### src/rtl/adc_avg_pkg.sv
// Shared widths, CSR addresses and result record for the ADC sample averager.
// Pure definitions: no logic, no latency, no flow control.
package adc_avg_pkg;
    localparam int CH_W       = 5;
    localparam int SAMPLE_W   = 12;
    localparam int CSR_ADDR_W = 4;
    localparam int CSR_DATA_W = 16;

    localparam logic [CSR_ADDR_W-1:0] CSR_ADDR_DROP_CNT = 4'd15;

    typedef struct packed {
        logic [CH_W-1:0]     channel;
        logic [SAMPLE_W-1:0] data;
    } avg_result_t;
endpackage

### src/rtl/adc_avg_channel_acc.sv
// One channel's running sum and sample count; result is combinational on the completing sample.
// No backpressure: every qualified sample is absorbed, and clear wins over a same-cycle sample.
module adc_avg_channel_acc
    import adc_avg_pkg::*;
#(
    parameter int LOG2_AVG = 3
) (
    input  logic                i_clk,
    input  logic                i_rst_n,
    input  logic                i_clear,
    input  logic                i_sample_vld,
    input  logic [SAMPLE_W-1:0] i_sample_dat,
    output logic                o_result_vld,
    output logic [SAMPLE_W-1:0] o_result_dat
);
    localparam int ACC_W = SAMPLE_W + LOG2_AVG;
    localparam int CNT_W = (LOG2_AVG > 0) ? LOG2_AVG : 1;
    localparam logic [CNT_W-1:0] CNT_LAST = CNT_W'((1 << LOG2_AVG) - 1);

    logic [ACC_W-1:0] r_acc;
    logic [CNT_W-1:0] r_cnt;
    logic [ACC_W-1:0] w_sum;
    logic             w_last;

    assign w_sum  = r_acc + ACC_W'(i_sample_dat);
    assign w_last = (r_cnt == CNT_LAST);

    always_ff @(posedge i_clk) begin
        if (!i_rst_n || i_clear) begin
            r_acc <= '0;
            r_cnt <= '0;
        end else if (i_sample_vld) begin
            if (w_last) begin
                r_acc <= '0;
                r_cnt <= '0;
            end else begin
                r_acc <= w_sum;
                r_cnt <= r_cnt + CNT_W'(1);
            end
        end
    end

    // The top SAMPLE_W bits of the sum are the truncated average.
    assign o_result_vld = i_sample_vld && !i_clear && w_last;
    assign o_result_dat = w_sum[ACC_W-1 -: SAMPLE_W];
endmodule

### src/rtl/adc_sample_averager.sv
// Per-channel ADC averaging with a one-deep result stream and CSR latest-value readback; results appear 1 cycle after the completing sample.
// Results arriving while one is held and not accepted are dropped (counted when ADC_AVG_DROP_CNT_EN is defined); CSR reads return 1 cycle later.
module adc_sample_averager
    import adc_avg_pkg::*;
#(
    parameter int NUM_CH   = 8,
    parameter int LOG2_AVG = 3
) (
    input  logic                  clk_clk,
    input  logic                  reset_reset_n,
    input  logic                  in_valid,
    input  logic [CH_W-1:0]       in_channel,
    input  logic [SAMPLE_W-1:0]   in_data,
    input  logic                  clear,
    output logic                  avg_valid,
    input  logic                  avg_ready,
    output logic [CH_W-1:0]       avg_channel,
    output logic [SAMPLE_W-1:0]   avg_data,
    input  logic [CSR_ADDR_W-1:0] csr_address,
    input  logic                  csr_read,
    output logic [CSR_DATA_W-1:0] csr_readdata,
    output logic                  csr_readdatavalid
);
    logic [NUM_CH-1:0]   w_ch_done;
    logic [SAMPLE_W-1:0] w_ch_dat [NUM_CH];
    logic                w_res_vld;
    avg_result_t         w_res;
    logic                w_accept;
    logic [CSR_DATA_W-1:0] w_csr_dat;

    logic                r_avg_vld;
    avg_result_t         r_avg;
    logic [SAMPLE_W-1:0] r_latest [NUM_CH];
    logic                r_rd_vld;
    logic [CSR_DATA_W-1:0] r_rd_dat;

    for (genvar g = 0; g < NUM_CH; g++) begin : g_ch
        adc_avg_channel_acc #(
            .LOG2_AVG (LOG2_AVG)
        ) u_acc (
            .i_clk        (clk_clk),
            .i_rst_n      (reset_reset_n),
            .i_clear      (clear),
            .i_sample_vld (in_valid && (in_channel == CH_W'(g))),
            .i_sample_dat (in_data),
            .o_result_vld (w_ch_done[g]),
            .o_result_dat (w_ch_dat[g])
        );
    end

    // At most one channel completes per cycle, so an OR-reduce selects its result.
    always_comb begin
        w_res_vld    = |w_ch_done;
        w_res.channel = in_channel;
        w_res.data    = '0;
        for (int i = 0; i < NUM_CH; i++) begin
            if (w_ch_done[i]) w_res.data = w_res.data | w_ch_dat[i];
        end
    end

    assign w_accept = !r_avg_vld || avg_ready;

    always_ff @(posedge clk_clk) begin
        if (!reset_reset_n) begin
            r_avg_vld <= 1'b0;
            r_avg     <= '0;
        end else if (w_res_vld && w_accept) begin
            r_avg_vld <= 1'b1;
            r_avg     <= w_res;
        end else if (r_avg_vld && avg_ready) begin
            r_avg_vld <= 1'b0;
        end
    end

    always_ff @(posedge clk_clk) begin
        for (int i = 0; i < NUM_CH; i++) begin
            if (!reset_reset_n)   r_latest[i] <= '0;
            else if (w_ch_done[i]) r_latest[i] <= w_ch_dat[i];
        end
    end

`ifdef ADC_AVG_DROP_CNT_EN
    logic [CSR_DATA_W-1:0] r_drop_cnt;

    always_ff @(posedge clk_clk) begin
        if (!reset_reset_n) begin
            r_drop_cnt <= '0;
        end else if (w_res_vld && !w_accept && (r_drop_cnt != '1)) begin
            r_drop_cnt <= r_drop_cnt + CSR_DATA_W'(1);
        end
    end
`endif

    always_comb begin
        w_csr_dat = '0;
        if (csr_address == CSR_ADDR_DROP_CNT) begin
`ifdef ADC_AVG_DROP_CNT_EN
            w_csr_dat = r_drop_cnt;
`else
            w_csr_dat = '0;
`endif
        end else begin
            for (int i = 0; i < NUM_CH; i++) begin
                if (csr_address == CSR_ADDR_W'(i)) w_csr_dat = {4'b0, r_latest[i]};
            end
        end
    end

    // Registered read samples pre-edge state, so same-cycle updates are not visible.
    always_ff @(posedge clk_clk) begin
        if (!reset_reset_n) begin
            r_rd_vld <= 1'b0;
            r_rd_dat <= '0;
        end else begin
            r_rd_vld <= csr_read;
            r_rd_dat <= csr_read ? w_csr_dat : '0;
        end
    end

    assign avg_valid         = r_avg_vld;
    assign avg_channel       = r_avg.channel;
    assign avg_data          = r_avg.data;
    assign csr_readdata      = r_rd_dat;
    assign csr_readdatavalid = r_rd_vld;
endmodule

### config.mk
export PLATFORM = sky130hd
export DESIGN_NAME = adc_sample_averager
export DESIGN_NICKNAME = d
export VERILOG_FILES = /design/src/rtl/adc_avg_pkg.sv /design/src/rtl/adc_avg_channel_acc.sv /design/src/rtl/adc_sample_averager.sv
export SDC_FILE = /design/constraint.sdc
export NUM_CORES = 1
export LEC_CHECK = 0
export CORE_MARGIN = 8
export CORE_UTILIZATION = 55
export DETAILED_ROUTE_END_ITERATION = 10
export MAX_ROUTING_LAYER = met4
export PLACE_DENSITY = 0.78
export SYNTH_ARGS = -nofsm -noshare
export SYNTH_HDL_FRONTEND = slang
export SYNTH_HIERARCHICAL = 1
export SYNTH_SLANG_ARGS = --single-unit
export TNS_END_PERCENT = 1
### constraint.sdc
create_clock -name clk_clk -period 5.75 [get_ports clk_clk]
set_input_delay 1.15 -clock clk_clk [delete_from_list [all_inputs] [get_ports clk_clk]]
set_output_delay 1.15 -clock clk_clk [all_outputs]
set_load 0.01 [all_outputs]
==> flow_summary.ini, run 1 <==
[route]
firstDrtPassIters = 6
wire_per_inst_microns = 21.9
viasPerCell = 6.34
antenna_left = 0
drc_errors = 0
drt_iter0_drc = 1571
finalWirelength_mm = 47.1
num_vias = 13612

[finish]
multi_input_area_sq_mm = 0.00935
nets = 1883
fillers = 2375
final_util = 0.617
antenna_cells = 0
final_cell_area_sq_mm = 0.0181
drive_above_1_share = 0.0859
syn2layout_area_growth_pct = 11.5
seqCellArea_sq_mm = 0.00639

[yosys]
syn-instance-count = 1706
yosys.cell_types.count = 68
synth.avg_cell_area_sq_um = 9.54
synthTopCellsByArea = dfxtp_1 22%, edfxtp_1 18%, ha_1 8.6%
yosysTopAreaCell = dfxtp_1
synth_edf_count = 96
yosys_warnings = 6
synth_commonest_cells = 175 x dfxtp_1, 175 x nor2_1, 166 x a21oi_1, 112 x ha_1, 98 x and3_1
async_flop_share = 0
seq_area_frac_synth = 0.393
synth_top_area_share = 0.215
netlist_area_sq_mm = 0.0163
synth_ff_type = dfxtp_1
ys_ff_latch = 271

[worst_setup_path]
path_cells = clkdlybuf4s50_1 -> buf_4 -> fa_1 -> a211o_1 -> a21oi_2 -> o21ai_2 -> a31oi_1 -> xnor2_1 -> a221oi_1 -> nand4_1 -> o211a_1
path_max_fanout = 10
critical_path_class = in -> reg
critPathRequiredTime_ns = 6.20
reg2regPathDepth = 11
cp-end-kind = flop
r2r-start = g_ch[4].u_acc/r_acc[0]$_SDFFE_PP0P_
start_kind = input pin
crit_arrival_ns = 4.91
r2r_slack_ns = 2.71
critPathMaxStageDelay_ns = 0.94
cp_slowest_cell = clkdlybuf4s50_1
rr_endpoint = avg_data[7]$_SDFFE_PN0P_

[grt]
overflow = 0
first_global_vias = 12996
antenna_found_initial = 1
grt_pass1_wl_mm = 73.3
grt_max_degree = 74
grtUsageTotal = 0.266

[placement]
pre_cts_ws_ns = 0.771
post-dp-hpwl_mm = 33.7
port_buffers = 57
gp_congestion = 0.962
place_area_sq_mm = 0.0172

[sta]
post-route-period-util = 0.775
hold_viol_final = 0
rsz0062_at_grt = false
slew_headroom = 0.338
fin_crit_ns = 4.46
setup_viol = 0
fmax_mhz = 224
finClkSkew_ns = 0.0112
holdWs_ns = 0.476
tightest_slew_ns = 0.990
slew_violations = 0
setup_tns_ns = 0
setup_ws_ns = 1.29

[clock_network]
cts_setup_buffers = 0
root_buffer = clkbuf_16
clkLatencyLatePin_ns = 0.56
cts_resized = 0
htreeDepth = 1
cts_tree = built
cts_hold_buf = 0
numClockSinks = 271
path_clk_slew_ns = 0.06
numCtsBuffers = 30
clock_path_buffers = 3

[die]
chipHeight_microns = 188
coreArea_sq_mm = 0.0294
io_pins = 62
die_x_microns = 188
rows = 63
initial_utilization = 0.553
dieArea_sq_mm = 0.0353

[flow_run]
max_cap_viol_count = 0

[pwr]
power.density_mw_per_mm2 = 236
peakVddDrop_mv = 0.207
leakage_uw = 0.00797

[min_path]
hold_path.class = reg -> reg
hold_depth = 1
hp-start = g_ch[2].u_acc/r_acc[10]$_SDFFE_PP0P_
holdPathEnd = g_ch[2].u_acc/r_acc[10]$_SDFFE_PP0P_

[status]
outcome = complete, no violations
stage by stage:
step           cells  total power [uW]
6_report        2148              4290
5_1_grt         2148              4410
4_1_cts         2148              4300
3_3_place_gp    2094              2420
3_5_place_dp    2094              2430
2_1_floorplan   1709              2280
flip-flops by register name, indices dropped and copies added, names as in the netlist:
name	count
avg_channel	5
g_ch.u_acc/r_acc	120
avg_data	12
r_latest	96
csr_readdatavalid	1
avg_valid	1
g_ch.u_acc/r_cnt	24
csr_readdata	12
cell type report:
type / count / share of cell area
timing repair buffer: 98 / 0.0487
tap: 390 / 0.0269
sequential: 271 / 0.352
inverter: 21 / 0.00434
clock inverter: 12 / 0.00621
clock buffer: 42 / 0.0469
multi-input combinational: 1314 / 0.515
critical path: cells and delay by family:
kind | cells | cell delay [ns]
AO/OA/AOI/OAI | 6 | 1.56
XOR/XNOR | 1 | 0.18
adder cells (fa/ha/maj) | 1 | 0.48
buffers and inverters | 2 | 1.34
AND/OR/NAND/NOR | 1 | 0.17
cells by family after synthesis:
kind of cell	after synthesis	synth area share
adder cells (fa/ha/maj)	120	0.0960
AO/OA/AOI/OAI	441	0.189
XOR/XNOR	97	0.0522
flip-flops	271	0.393
AND/OR/NAND/NOR	605	0.194
multiplexers	47	0.0423
buffers and inverters	124	0.0342
other	1	0.000230
placed cells by master (no fill, tap or decap), types with 9 or more instances in the layout:
master           count
nand2b_1            29
o22ai_1             10
xor2_1              42
o32ai_1              9
and3_1              98
a22o_1              21
clkbuf_16           31
nor2b_1             94
mux2i_1             32
a32o_1              18
edfxtp_1            96
a221oi_1            12
nand2_1             83
o21ai_0             16
a21oi_2             13
o21ai_2             18
a31o_2              10
nor3b_1             12
nand4_1             20
inv_1               21
a21o_1              46
a21oi_1            166
nand3_1             59
o211a_1             12
buf_4               41
clkdlybuf4s50_1     55
xnor2_1             55
a22oi_1             24
nor2_1             175
a31oi_1             14
ha_1               112
dfxtp_1            175
power breakdown:
group / leakage, uW / internal, uW / switching [uW]
combinational: 0.00513 / 122 / 250
clock: 0.000461 / 1110 / 776
sequential: 0.00238 / 2010 / 11.5
total: 0.00797 / 3250 / 1040
worst max path at each step:
stage	from	cells past startpoint	end	slack (ns)
after global placement	in_data[0]	12	avg_data[7]$_SDFFE_PN0P_	0.86
after global routing	in_data[1]	11	avg_data[7]$_SDFFE_PN0P_	1.19
final	in_data[1]	11	avg_data[7]$_SDFFE_PN0P_	1.29
after detailed placement	in_data[0]	12	avg_data[7]$_SDFFE_PN0P_	0.77
after CTS	in_data[0]	12	avg_data[7]$_SDFFE_PN0P_	1.32
after floorplan	in_channel[4]	9	r_latest[0][0]$_SDFFCE_PN0P_	2.20
routing by layer:
layer | up-vias | GRT usage | wire, microns
li1 | 6342 | - | -
met1 | 6540 | 0.365 | 20500
met2 | 628 | 0.398 | 20600
met3 | 102 | 0.0327 | 4260
met4 | 0 | 0.0964 | 1780
met5 | - | - | 0
No activity file was read; power rests on OpenSTA's default activity.
==> run 2: changes to the inputs <==
==> constraint.sdc (replaced) <==
create_clock -name clk_clk -period 4.6 [get_ports clk_clk]
set_input_delay 0.92 -clock clk_clk [delete_from_list [all_inputs] [get_ports clk_clk]]
set_output_delay 0.92 -clock clk_clk [all_outputs]
set_load 0.01 [all_outputs]
==> run 2 against run 1 <==
- sequential share of layout area decreased by 0.33 points
- wire length decreased by 0.14%
- sequential power increased by 25%
- largest power group unchanged
- first-iteration DRC count increased by 21%
- combinational power increased by 27%
- via count increased by 1.2%
- power increased by 27%
- worst hold slack got worse by 0.0045 ns
- core utilization increased by 0.58 points
- final cell count increased by 0.88%
- register-to-register slack got worse by 1.2 ns
==> flow_summary.ini, run 2 (synthesis gave the netlist of run 1 again) <==
[route]
wire_per_inst_microns = 21.7
viasPerCell = 6.36
num_vias = 13777
antenna_left = 0
finalWirelength_mm = 47.1
drc_errors = 0
firstDrtPassIters = 8
drt_iter0_drc = 1904

[sta]
tightest_slew_ns = 0.968
fin_crit_ns = 3.81
post-route-period-util = 0.828
rsz0062_at_grt = false
slew_headroom = 0.354
hold_viol_final = 0
fmax_mhz = 263
slew_violations = 0
setup_tns_ns = 0
finClkSkew_ns = 0.0395
setup_viol = 0

[min_path]
hp-start = g_ch[4].u_acc/r_acc[11]$_SDFFE_PP0P_
hold_path.class = reg -> reg

[finish]
nets = 1900
largest_reg_flops = 120
syn2layout_area_growth_pct = 12.6
reg.largest.list = g_ch.u_acc/r_acc: 120 flops, r_latest: 96 flops, g_ch.u_acc/r_cnt: 24 flops
seqCellArea_sq_mm = 0.00639
drive_above_1_share = 0.0990
multi_input_area_sq_mm = 0.00935
final_cell_mix = 175 x nor2_1, 175 x dfxtp_1, 166 x a21oi_1
final_cell_area_sq_mm = 0.0183
fillers = 2387
largest_register = g_ch.u_acc/r_acc
antenna_cells = 0
final_util = 0.623

[grt]
first_global_vias = 12826
overflow = 0
grt_max_degree = 55
grtUsageTotal = 0.263
antenna_found_initial = 0
grt_pass1_wl_mm = 72.4

[placement]
place_area_sq_mm = 0.0173
gp_congestion = 0.955
post-dp-hpwl_mm = 34.0
port_buffers = 57

[clock_network]
htreeDepth = 1
path_clk_slew_ns = 0.06
numClockSinks = 271
numCtsBuffers = 30
cts_tree = built
cts_resized = 0
root_buffer = clkbuf_16
clkLatencyLatePin_ns = 0.58
cts_hold_buf = 0
clock_path_buffers = 3
cts_setup_buffers = 0

[status]
outcome = complete, no violations

[worst_setup_path]
reg2regPathDepth = 11
critPathRequiredTime_ns = 5.07
crit_family = compound AO/OA/AOI/OAI gates
critical_path_class = in -> reg
worst-path-stages = 13
cp-end-kind = flop
crit_arrival_ns = 4.28
r2r-start = g_ch[7].u_acc/r_acc[0]$_SDFFE_PP0P_
cp_slowest_cell = a221oi_1
r2r_slack_ns = 1.52
path_cells = clkdlybuf4s50_1 -> buf_4 -> ha_1 -> fa_1 -> a21o_1 -> a221oi_4 -> nor2b_2 -> a41oi_2 -> xnor2_1 -> a22o_1 -> a221oi_1 -> nand4_1 -> o211a_1
worstSetupStartpoint = in_data[0]
critPathCapture = avg_data[7]$_SDFFE_PN0P_
rr_endpoint = avg_data[7]$_SDFFE_PN0P_
critPathMaxStageDelay_ns = 0.47
start_kind = input pin
path_max_fanout = 8
path_buf_inv = 2

[die]
io_pins = 62
rows = 63
dieArea_sq_mm = 0.0353
chipHeight_microns = 188
coreArea_sq_mm = 0.0294
die_x_microns = 188
initial_utilization = 0.553

[pwr]
power.density_mw_per_mm2 = 298
power.total_uw = 5450
peakVddDrop_mv = 0.322
leakage_uw = 0.00807

[flow_run]
max_cap_viol_count = 0
## run 2: cell count changes in the layout (fill, tap and decap cells not counted), sizes merged
cell      before  now
clkbuf        42   34
inv           22   21
clkinvlp       3    7
buf           43   60
bufinv         2    4
clkinv         6   11
## run 2: where the power goes
part	internal, uW	switching, uW	leakage, uW
registers	2520	13.7	0.00238
logic	163	309	0.00521
clock network	1440	1020	0.000477
total	4110	1340	0.00807
## run 2: worst reg2reg max path, cell delays in order (launching register included)
cell      delay [ns]
dfxtp_1         0.31
ha_1            0.20
fa_1            0.42
a21o_1          0.24
a221oi_4        0.31
nor2b_2         0.10
a41oi_2         0.22
xnor2_1         0.20
a22o_1          0.25
a221oi_1        0.47
nand4_1         0.15
o211a_1         0.15
## run 2: cell type report
cell class / instances / share of cell area
Multi-Input combinational cell: 1314 / 0.510
Timing Repair Buffer: 115 / 0.0552
Inverter: 21 / 0.00430
Clock buffer: 34 / 0.0423
Sequential cell: 271 / 0.349
Clock inverter: 22 / 0.0126
Tap cell: 390 / 0.0266
## run 2: per-stage QoR
step	std cells	setup slack (ns)	hold WS, ns
after floorplan	1709	1.28	0.446
after global placement	2111	0.327	0.454
after detailed placement	2111	0.277	0.461
after CTS	2167	0.861	0.476
after global routing	2167	0.679	0.484
final	2167	0.792	0.471
## run 2: worst min path at each step
stage	to	slack (ns)	cells past startpoint
2_1_floorplan	g_ch[0].u_acc/r_acc[10]$_SDFFE_PP0P_	0.45	1
3_3_place_gp	g_ch[4].u_acc/r_acc[11]$_SDFFE_PP0P_	0.45	1
3_5_place_dp	g_ch[2].u_acc/r_acc[11]$_SDFFE_PP0P_	0.46	1
4_1_cts	g_ch[2].u_acc/r_acc[11]$_SDFFE_PP0P_	0.48	1
5_1_grt	g_ch[5].u_acc/r_acc[10]$_SDFFE_PP0P_	0.48	1
6_report	g_ch[4].u_acc/r_acc[11]$_SDFFE_PP0P_	0.47	1
## run 2: per-layer routing
layer | vias up | global-route usage | share of wire
li1 | 6379 | - | -
met1 | 6570 | 0.349 | 0.42
met2 | 708 | 0.389 | 0.43
met3 | 120 | 0.0533 | 0.11
met4 | 0 | 0.103 | 0.044
met5 | - | - | 0
==> run 3: changes to the inputs <==
--- a/config.mk
+++ b/config.mk
@@ -9,7 +9,7 @@
 export CORE_UTILIZATION = 55
 export DETAILED_ROUTE_END_ITERATION = 10
 export MAX_ROUTING_LAYER = met4
-export PLACE_DENSITY = 0.78
+export PLACE_DENSITY = 0.81
 export SYNTH_ARGS = -nofsm -noshare
 export SYNTH_HDL_FRONTEND = slang
 export SYNTH_HIERARCHICAL = 1
==> constraint.sdc (replaced) <==
create_clock -name clk_clk -period 3.2 [get_ports clk_clk]
set_input_delay 0.64 -clock clk_clk [delete_from_list [all_inputs] [get_ports clk_clk]]
set_output_delay 0.64 -clock clk_clk [all_outputs]
set_load 0.01 [all_outputs]
==> run 3 against run 2 <==
- register-to-register slack got worse by 1.0 ns
- clock power rose by 53%
- worst hold slack improved by 0.0044 ns
- core utilization rose by 8.4 points
- via count rose by 8.9%
- global-route usage rose by 3.0 points
- die area did not move
- critical path type unchanged
==> flow_summary.ini, run 3 (synthesis gave the netlist of run 1 again) <==
[status]
outcome = complete, no violations

[grt]
overflow = 0
first_global_vias = 14425
grtUsageTotal = 0.293
grt_max_degree = 45
grt_pass1_wl_mm = 80.6
antenna_found_initial = 0

[clock_network]
numClockSinks = 271
path_clk_slew_ns = 0.06
htreeDepth = 1
root_buffer = clkbuf_16
clock_path_buffers = 3
clkLatencyLatePin_ns = 0.56
cts_hold_buf = 0
numCtsBuffers = 30
cts_tree = built

[sta]
post-route-period-util = 0.979
finClkSkew_ns = 0.0112
setup_ws_ns = 0.0674
slew_headroom = 0.412
fin_crit_ns = 3.13
slew_violations = 0
setup_viol = 0
tightest_slew_ns = 0.880
fmax_mhz = 319
hold_viol_final = 0
setup_tns_ns = 0
rsz0062_at_grt = true

[route]
num_vias = 15009
viasPerCell = 6.15
firstDrtPassIters = 5
drc_errors = 0
finalWirelength_mm = 52.1
antenna_left = 0
wire_per_inst_microns = 21.3
drt_iter0_drc = 1804

[worst_setup_path]
critPathRequiredTime_ns = 3.65
reg2regPathDepth = 12
rr_endpoint = avg_data[7]$_SDFFE_PN0P_
path_max_fanout = 8
cp-end-kind = flop
start_kind = input pin
crit_arrival_ns = 3.58
critical_path_class = in -> reg
r2r_slack_ns = 0.48
r2r-start = g_ch[4].u_acc/r_acc[0]$_SDFFE_PP0P_

[die]
initial_utilization = 0.553
chipHeight_microns = 188
io_pins = 62
dieArea_sq_mm = 0.0353
coreArea_sq_mm = 0.0294
rows = 63
die_x_microns = 188

[finish]
drive_above_1_share = 0.225
syn2layout_area_growth_pct = 27.7
reg.largest.list = g_ch.u_acc/r_acc: 120 flops, r_latest: 96 flops, g_ch.u_acc/r_cnt: 24 flops
final_cell_mix = 308 x buf_4, 175 x nor2_1, 175 x dfxtp_1
nets = 2171
largest_reg_flops = 120
final_common_cell = buf_4
largest_register = g_ch.u_acc/r_acc

[placement]
gp_congestion = 1.01
pre_cts_ws_ns = -0.652
post-dp-hpwl_mm = 39.4
port_buffers = 57

[pwr]
clkPwrFrac = 0.454
leakage_uw = 0.00954
p_sw_uw = 1980
power.density_mw_per_mm2 = 397
comb_power_share = 0.106
peakVddDrop_mv = 0.417
power.internal_uw = 6280
swShare = 0.240
seqPwrFrac = 0.440

[min_path]
hold_path.class = reg -> reg
hp-start = g_ch[2].u_acc/r_acc[11]$_SDFFE_PP0P_
hold_depth = 1
holdPathEnd = g_ch[2].u_acc/r_acc[11]$_SDFFE_PP0P_

[flow_run]
max_cap_viol_count = 0
==> run 3: cell count changes in the layout (fill, tap and decap cells not counted), sizes merged <==
cell      change
bufinv        +2
diode         +1
buf         +271
clkinv        -5
clkbuf        +4
clkinvlp      -2
inv           +1
==> run 3: final cells by class <==
| class | count | area [sq um] |
|---|---|---|
| tap | 390 | 488 |
| antenna | 1 | 2.50 |
| timing repair buffer | 386 | 3310 |
| clock buffer | 38 | 812 |
| multi-input combinational | 1314 | 9450 |
| fill | 2115 | 8620 |
| inverter | 21 | 78.8 |
| sequential | 271 | 6390 |
| clock inverter | 18 | 254 |
==> run 3: stage by stage <==
step / util / hold slack, ns / instance area [sq um] / instances / power [uW]
final: 0.707 / 0.475 / 20800 / 2439 / 8260
after global routing: 0.707 / 0.491 / 20800 / 2438 / 8470
after CTS: 0.703 / 0.477 / 20700 / 2434 / 8260
after detailed placement: 0.665 / 0.462 / 19600 / 2375 / 4550
after global placement: 0.665 / 0.456 / 19600 / 2375 / 4530
after floorplan: - / 0.446 / 16300 / 1709 / 4100
==> run 3: metal layers <==
metal,track usage,wire length [microns]
met5,-,0
met4,0.121,2230
met3,0.0418,5000
met2,0.438,23000
met1,0.395,21900
==> run 3: worst max path at each step <==
stage / from / end / slack, ns / cells past startpoint
4_1_cts: in_data[0] / avg_data[7]$_SDFFE_PN0P_ / 0.0009 / 14
5_1_grt: in_data[0] / avg_data[11]$_SDFFE_PN0P_ / -0.02 / 14
2_1_floorplan: in_channel[4] / r_latest[0][0]$_SDFFCE_PN0P_ / 0.16 / 9
3_3_place_gp: in_data[0] / avg_data[9]$_SDFFE_PN0P_ / -0.58 / 15
6_report: in_data[0] / avg_data[7]$_SDFFE_PN0P_ / 0.07 / 14
3_5_place_dp: in_data[0] / avg_data[9]$_SDFFE_PN0P_ / -0.65 / 15
==> run 3: what timing repair did <==
item,in CTS,in global routing
buffers inserted,3,4
resized for setup,2,18
pin swaps,6,14
setup endpoints to repair,2,6
==> run 3: worst max-delay path, stage by stage <==
cell,delay [ns]
clkdlybuf4s50_1,0.44
buf_12,0.17
ha_1,0.23
fa_2,0.35
a211o_1,0.33
a21oi_2,0.19
o21ai_2,0.09
a31oi_1,0.20
xnor2_1,0.12
a22o_1,0.26
a221oi_2,0.18
buf_4,0.16
nand4_1,0.09
o211a_1,0.14
==> run 3: power by group through the flow <==
stage	sequential, uW	combinational, uW	clock, uW
6_report	3640	875	3750
2_1_floorplan	3700	395	0
3_5_place_dp	3710	842	0
4_1_cts	3640	849	3780
5_1_grt	3640	925	3910
3_3_place_gp	3710	822	0
